File: src/rtl/snake_frame_packer.sv
// Producer of the 740-bit snake_data bus: shadow register set published atomically at vblank start.
// Optional macro HEARTS_DECAY_EN: active heartsTimer counts down once per frame while stage==2.
module snake_frame_packer (
    input  logic         iVGA_CLK,
    input  logic         iRST_n,
    input  logic         vs_in,
    input  logic         wr_en,
    input  logic [3:0]   wr_addr,
    input  logic [31:0]  wr_data,
    input  logic         commit_req,
    output logic         commit_busy,
    output logic         commit_ack,
    output logic [739:0] snake_data
);

    localparam int unsigned BODY_SLOTS = 10;
    localparam int unsigned SLOT_W     = 11;
    localparam int unsigned BODY_W     = BODY_SLOTS * SLOT_W;
    localparam int unsigned DIR_N      = 100;
    localparam int unsigned DIR_W      = 2 * DIR_N;
    localparam int unsigned WORD_W     = 32;
    localparam logic [10:0] SENTINEL   = 11'h7FF;

    localparam logic [3:0] A_STAGE  = 4'd0;
    localparam logic [3:0] A_H1POS  = 4'd1;
    localparam logic [3:0] A_H2POS  = 4'd2;
    localparam logic [3:0] A_LEN1   = 4'd3;
    localparam logic [3:0] A_LEN2   = 4'd4;
    localparam logic [3:0] A_HEAD1  = 4'd5;
    localparam logic [3:0] A_HEAD2  = 4'd6;
    localparam logic [3:0] A_APPLE  = 4'd7;
    localparam logic [3:0] A_HEARTS = 4'd8;
    localparam logic [3:0] A_BCLR   = 4'd9;
    localparam logic [3:0] A_DIR    = 4'd10;

    localparam logic [0:0] ST_IDLE    = 1'b0;
    localparam logic [0:0] ST_PENDING = 1'b1;

    // Shadow copy, written by the game processor
    logic [WORD_W-1:0] sh_stage, sh_h1pos, sh_h2pos, sh_len1, sh_len2;
    logic [WORD_W-1:0] sh_head1, sh_head2, sh_apple, sh_hearts;
    logic [DIR_W-1:0]  sh_dir;
    logic [SLOT_W-1:0] sh_body [BODY_SLOTS];

    // Active copy, seen by the display
    logic [WORD_W-1:0] act_stage, act_h1pos, act_h2pos, act_len1, act_len2;
    logic [WORD_W-1:0] act_head1, act_head2, act_apple, act_hearts;
    logic [DIR_W-1:0]  act_dir;
    logic [BODY_W-1:0] act_body;

    logic [0:0] state, next_state;
    logic       vs_prev;
    logic       vs_fall_c;
    logic       commit_fire_c;
    logic [3:0] len_sat_c;
    logic [BODY_W-1:0] masked_body_c;
    logic [6:0] dir_idx_c;

    assign vs_fall_c = vs_prev & ~vs_in;
    assign dir_idx_c = wr_data[6:0];

    always_ff @(posedge iVGA_CLK or negedge iRST_n) begin
        if (!iRST_n) begin
            vs_prev <= 1'b1;
        end else begin
            vs_prev <= vs_in;
        end
    end

    // Commit FSM: state register
    always_ff @(posedge iVGA_CLK or negedge iRST_n) begin
        if (!iRST_n) begin
            state <= ST_IDLE;
        end else begin
            state <= next_state;
        end
    end

    // Commit FSM: next state; a request coinciding with vblank start commits immediately
    always_comb begin
        next_state    = state;
        commit_fire_c = 1'b0;
        case (state)
            ST_IDLE: begin
                if (commit_req) begin
                    if (vs_fall_c) begin
                        commit_fire_c = 1'b1;
                    end else begin
                        next_state = ST_PENDING;
                    end
                end
            end
            ST_PENDING: begin
                if (vs_fall_c) begin
                    commit_fire_c = 1'b1;
                    next_state    = ST_IDLE;
                end
            end
            default: next_state = ST_IDLE;
        endcase
    end

    assign commit_busy = (state == ST_PENDING);

    always_ff @(posedge iVGA_CLK or negedge iRST_n) begin
        if (!iRST_n) begin
            commit_ack <= 1'b0;
        end else begin
            commit_ack <= commit_fire_c;
        end
    end

    // Slot k is live only while k < length1-1; length1 saturates so huge values expose all slots
    always_comb begin
        masked_body_c = '0;
        len_sat_c     = (sh_len1 > 32'd11) ? 4'd11 : sh_len1[3:0];
        for (int k = 0; k < BODY_SLOTS; k++) begin
            if (4'(k + 1) < len_sat_c) begin
                masked_body_c[SLOT_W*k +: SLOT_W] = sh_body[k];
            end else begin
                masked_body_c[SLOT_W*k +: SLOT_W] = SENTINEL;
            end
        end
    end

    // Shadow write port
    always_ff @(posedge iVGA_CLK or negedge iRST_n) begin
        if (!iRST_n) begin
            sh_stage  <= '0;
            sh_h1pos  <= '0;
            sh_h2pos  <= '0;
            sh_len1   <= '0;
            sh_len2   <= '0;
            sh_head1  <= '0;
            sh_head2  <= '0;
            sh_apple  <= '0;
            sh_hearts <= '0;
            sh_dir    <= '0;
            for (int k = 0; k < BODY_SLOTS; k++) begin
                sh_body[k] <= SENTINEL;
            end
        end else if (wr_en) begin
            case (wr_addr)
                A_STAGE:  sh_stage <= wr_data;
                A_H1POS: begin
                    sh_h1pos   <= wr_data;
                    sh_body[0] <= sh_h1pos[SLOT_W-1:0];
                    for (int k = 1; k < BODY_SLOTS; k++) begin
                        sh_body[k] <= sh_body[k-1];
                    end
                end
                A_H2POS:  sh_h2pos  <= wr_data;
                A_LEN1:   sh_len1   <= wr_data;
                A_LEN2:   sh_len2   <= wr_data;
                A_HEAD1:  sh_head1  <= wr_data;
                A_HEAD2:  sh_head2  <= wr_data;
                A_APPLE:  sh_apple  <= wr_data;
                A_HEARTS: sh_hearts <= wr_data;
                A_BCLR: begin
                    for (int k = 0; k < BODY_SLOTS; k++) begin
                        sh_body[k] <= SENTINEL;
                    end
                end
                A_DIR: begin
                    for (int i = 0; i < DIR_N; i++) begin
                        if (dir_idx_c == 7'(i)) begin
                            sh_dir[2*i +: 2] <= wr_data[9:8];
                        end
                    end
                end
                default: ;
            endcase
        end
    end

    // Active copy: atomic load on commit (reads pre-write shadow values)
    always_ff @(posedge iVGA_CLK or negedge iRST_n) begin
        if (!iRST_n) begin
            act_stage  <= '0;
            act_h1pos  <= '0;
            act_h2pos  <= '0;
            act_len1   <= '0;
            act_len2   <= '0;
            act_head1  <= '0;
            act_head2  <= '0;
            act_apple  <= '0;
            act_hearts <= '0;
            act_dir    <= '0;
            act_body   <= {BODY_SLOTS{SENTINEL}};
        end else if (commit_fire_c) begin
            act_stage  <= sh_stage;
            act_h1pos  <= sh_h1pos;
            act_h2pos  <= sh_h2pos;
            act_len1   <= sh_len1;
            act_len2   <= sh_len2;
            act_head1  <= sh_head1;
            act_head2  <= sh_head2;
            act_apple  <= sh_apple;
            act_hearts <= sh_hearts;
            act_dir    <= sh_dir;
            act_body   <= masked_body_c;
`ifdef HEARTS_DECAY_EN
        end else if (vs_fall_c && (act_stage == 32'd2) && (act_hearts != '0)) begin
            act_hearts <= act_hearts - 32'd1;
`endif
        end
    end

    assign snake_data = {110'b0, act_body, 32'b0,
                         act_hearts, act_apple, act_head2, act_head1, act_stage,
                         act_len2, act_len1, act_h2pos, act_h1pos, act_dir};

endmodule

File: config.mk
export PLATFORM = sky130hd
export DESIGN_NAME = snake_frame_packer
export DESIGN_NICKNAME = d
export VERILOG_FILES = /design/src/rtl/snake_frame_packer.sv
export SDC_FILE = /design/constraint.sdc
export NUM_CORES = 2
export LEC_CHECK = 0
export CORE_ASPECT_RATIO = 0.5
export CORE_UTILIZATION = 46
export CTS_CLUSTER_SIZE = 20
export DETAILED_ROUTE_END_ITERATION = 10
export DONT_BUFFER_PORTS = 1
export GPL_ROUTABILITY_DRIVEN = 0
export MAX_ROUTING_LAYER = met4
export PLACE_DENSITY = 0.62
export SLEW_MARGIN = 10
export SYNTH_ARGS = -nofsm -noshare
export SYNTH_HDL_FRONTEND = slang
export SYNTH_SLANG_ARGS = --single-unit
File: constraint.sdc
create_clock -name iVGA_CLK -period 2.1 [get_ports iVGA_CLK]
set_clock_uncertainty 0.1 [all_clocks]
set_input_delay 0.315 -clock iVGA_CLK [delete_from_list [all_inputs] [get_ports iVGA_CLK]]
set_output_delay 0.315 -clock iVGA_CLK [all_outputs]
set_load 0.05 [all_outputs]
==> impl_metrics.env <==
export IMPL_outcome="finished, violations left"
export IMPL_violations="hold timing"
export IMPL_cp_cell_sequence="dlygate4sd3_1, buf_12, nor3_2, nand2_2, mux2_1, dlygate4sd3_1"
export IMPL_synth_edf_count=0
export IMPL_ys_flop_type="dfrtp_1"
export IMPL_rsz0062_at_grt="false"
export IMPL_finalMaxSlewViolations=0
export IMPL_drc_errors=0
export IMPL_final_cell_mix="nand2_1 (1623), dfrtp_1 (978), mux2_2 (460)"
export IMPL_place_ws_ns=0.0714
export IMPL_seq_power_share=0.590
export IMPL_tightest_slew_ns=0.960
export IMPL_viasPerCell=5.24
export IMPL_crit_type="primary input to register"
export IMPL_drt_total_wl_um=130000
export IMPL_crit_slowest_cell="dlygate4sd3_1"
export IMPL_place_inst=5606
export IMPL_grt_overflow_total=0
export IMPL_setup_viol_count_final=0
export IMPL_portBuffers=0
export IMPL_grt_pass1_wl_um=196000
export IMPL_start_util=0.469
export IMPL_area_delta_synth_final_pct=12.3
export IMPL_die_width_um=456
export IMPL_antenna_found_initial=4
export IMPL_max_slew_margin=0.358
export IMPL_crit_fanout=16
export IMPL_p_comb_frac=0.097
export IMPL_cts_hold_buf=57
export IMPL_first_pass_iters=5
export IMPL_die_h_um=229
export IMPL_crit_top_cell="dlygate4sd3_1"
export IMPL_synth_area_per_cell_um2=10.7
export IMPL_layout_nets=4473
export IMPL_die_area_mm2=0.104
export IMPL_cap_violations=0
export IMPL_period_share=0.970
export IMPL_end_kind="register"
export IMPL_synth_cell_types=43
export IMPL_ant_nets=0
export IMPL_p_int_mw=41.5
export IMPL_stdcell_count=5863
export IMPL_fin_hold_ws_ns=-0.787
export IMPL_clkPwrFrac=0.312
export IMPL_hpwlAfterDp_um=81700
export IMPL_grt_usage=0.254
export IMPL_final_common_cell="nand2_1"
export IMPL_hold_class="primary input to asynchronous set/reset pin"
export IMPL_vias=30700
export IMPL_switching_share=0.357
export IMPL_grt_pass1_vias=30500
export IMPL_rows=82
export IMPL_drt_iter0_markers=2338
export IMPL_wl_per_cell_um=22.2
export IMPL_switchingPower_mw=23.1
export IMPL_ys_ff_latch=1199
export IMPL_hold_viol=487
export IMPL_async_flop_share=1.00
export IMPL_postCtsSetupRepairBufs=0
export IMPL_drive_gt1_frac=0.227
export IMPL_dpl_instance_area_mm2=0.0488
export IMPL_ir_drop_uv=723
export IMPL_power_density_mw_per_mm2=1210
export IMPL_ios=783
export IMPL_fin_area_mm2=0.0533
export IMPL_max_clock_path_buffers=3
export IMPL_leakagePower_nw=26.7
export IMPL_synth_seq_area_share=0.639
export IMPL_worst_ep_arrival_time_ns=2.51
export IMPL_synthCells=4420
export IMPL_core_mm2=0.101
export IMPL_period_needed_ns=2.04
export IMPL_numCtsBuffers=103
export IMPL_worstPathRequired_ns=2.58
export IMPL_tritoncts="yes"
export IMPL_clockRootBuffer="clkbuf_16"
export IMPL_fin_util=0.526
export IMPL_clkLatencyLatePin_ns=0.72
export IMPL_start_kind="primary input"
export IMPL_fmax_mhz=491
export IMPL_worst_slack_ns=0.0633
export IMPL_tns_ns=0
export IMPL_synth_warnings=0
export IMPL_power_mw=64.5
export IMPL_grt_max_degree=1200
export IMPL_cts_max_level=3
export IMPL_clk_pin_slew_ns=0.07
export IMPL_clock_sinks=1199
export IMPL_slowest_delay_ns=0.70
export IMPL_synth_area_mm2=0.0474
[state kept, by name, summed over array words and instances, names as in the netlist, 32 cells and up]
| signal | count |
|---|---|
| sh_h1pos | 32 |
| sh_stage | 32 |
| act_head2 | 32 |
| act_apple | 32 |
| sh_dir | 200 |
| sh_head1 | 32 |
| act_dir | 200 |
| act_hearts | 32 |
| sh_len1 | 32 |
| sh_apple | 32 |
| sh_hearts | 32 |
| act_h2pos | 32 |
| sh_len2 | 32 |
| act_h1pos | 32 |
| act_len2 | 32 |
| act_stage | 32 |
| sh_h2pos | 32 |
| sh_body | 110 |
| act_body | 110 |
| sh_head2 | 32 |
| act_len1 | 32 |
| act_head1 | 32 |
[synth_stat cells (5+ instances only)]
cell      instances  area share
a21oi_1         155       0.016
buf_1            13      0.0010
buf_2            91      0.0096
buf_4           151       0.024
clkbuf_1        144       0.011
dfrtp_1         978        0.52
dfstp_2         221        0.12
mux2_1            7      0.0017
mux2_2          460        0.11
mux2_4           20      0.0063
nand2_1        1627        0.13
nand2_4          10      0.0024
nand2b_1          5     0.00066
nand3_1          64      0.0068
nand4_1           8      0.0011
nor2_1          400       0.032
nor2b_1           9      0.0012
nor3_1            8     0.00084
nor4_1            7     0.00092
o21ai_0          14      0.0015
[cells by family (layout without fill, tap and decap cells)]
group	after synthesis	in the layout	synth area share
DFF	1199	1199	0.639
and+or+nand+nor	2158	2158	0.179
muxes	487	487	0.117
buffers and inverters	402	359	0.0465
other	1	143	0.0000791
AOI/OAI and AO/OA	173	173	0.0184
[power by group through the flow]
stage               sequential (mW)  clock (mW)  combinational [mW]
floorplan                      36.8           0                4.82
global placement               38.5           0                5.30
detailed placement             38.5           0                5.52
CTS                            38.1        20.5                5.91
global route                   38.5        21.4                7.13
finish                         38.1        20.1                6.28
[layout make-up]
cell class	instances	area [um^2]
timing repair buffer	166	2180
inverter	2	15.0
clock inverter	48	582
antenna	1	2.50
sequential	1199	30300
clock buffer	143	2970
tap	1344	1680
fill	8952	47900
multi-input combinational	2960	15500
[critical path, delay by kind of cell]
kind	cells	cell delay, ns
multiplexers	1	0.33
AND/OR/NAND/NOR	2	0.35
buffers and inverters	3	1.50
[metal layers]
| metal | part of all wire | global-route usage |
|---|---|---|
| met1 | 0.41 | 0.316 |
| met3 | 0.046 | 0.0464 |
| met2 | 0.49 | 0.409 |
| met5 | 0 | - |
| met4 | 0.045 | 0.107 |
[final timing paths]
path                              from      endpoint  slack [ns]  cells past startpoint
max                         wr_data[1]   sh_dir[136]        0.06                      6
min                             iRST_n  sh_h2pos[21]       -0.79                      0
max reg2reg                    vs_prev   act_len2[0]        0.12                      7
min reg2reg                sh_head2[6]  act_head2[6]        0.33                      2
max in group asynchronous       iRST_n   act_dir[53]        0.62                      3
min in group iVGA_CLK       wr_addr[3]  sh_body[105]        0.06                      4
[repair_timing]
item | CTS | global route
endpoints found under the setup margin | 0 | 390
endpoints found under the hold margin | 1798 | 487
resized for setup | 0 | 4
No activity file was read; power rests on OpenSTA's default activity.
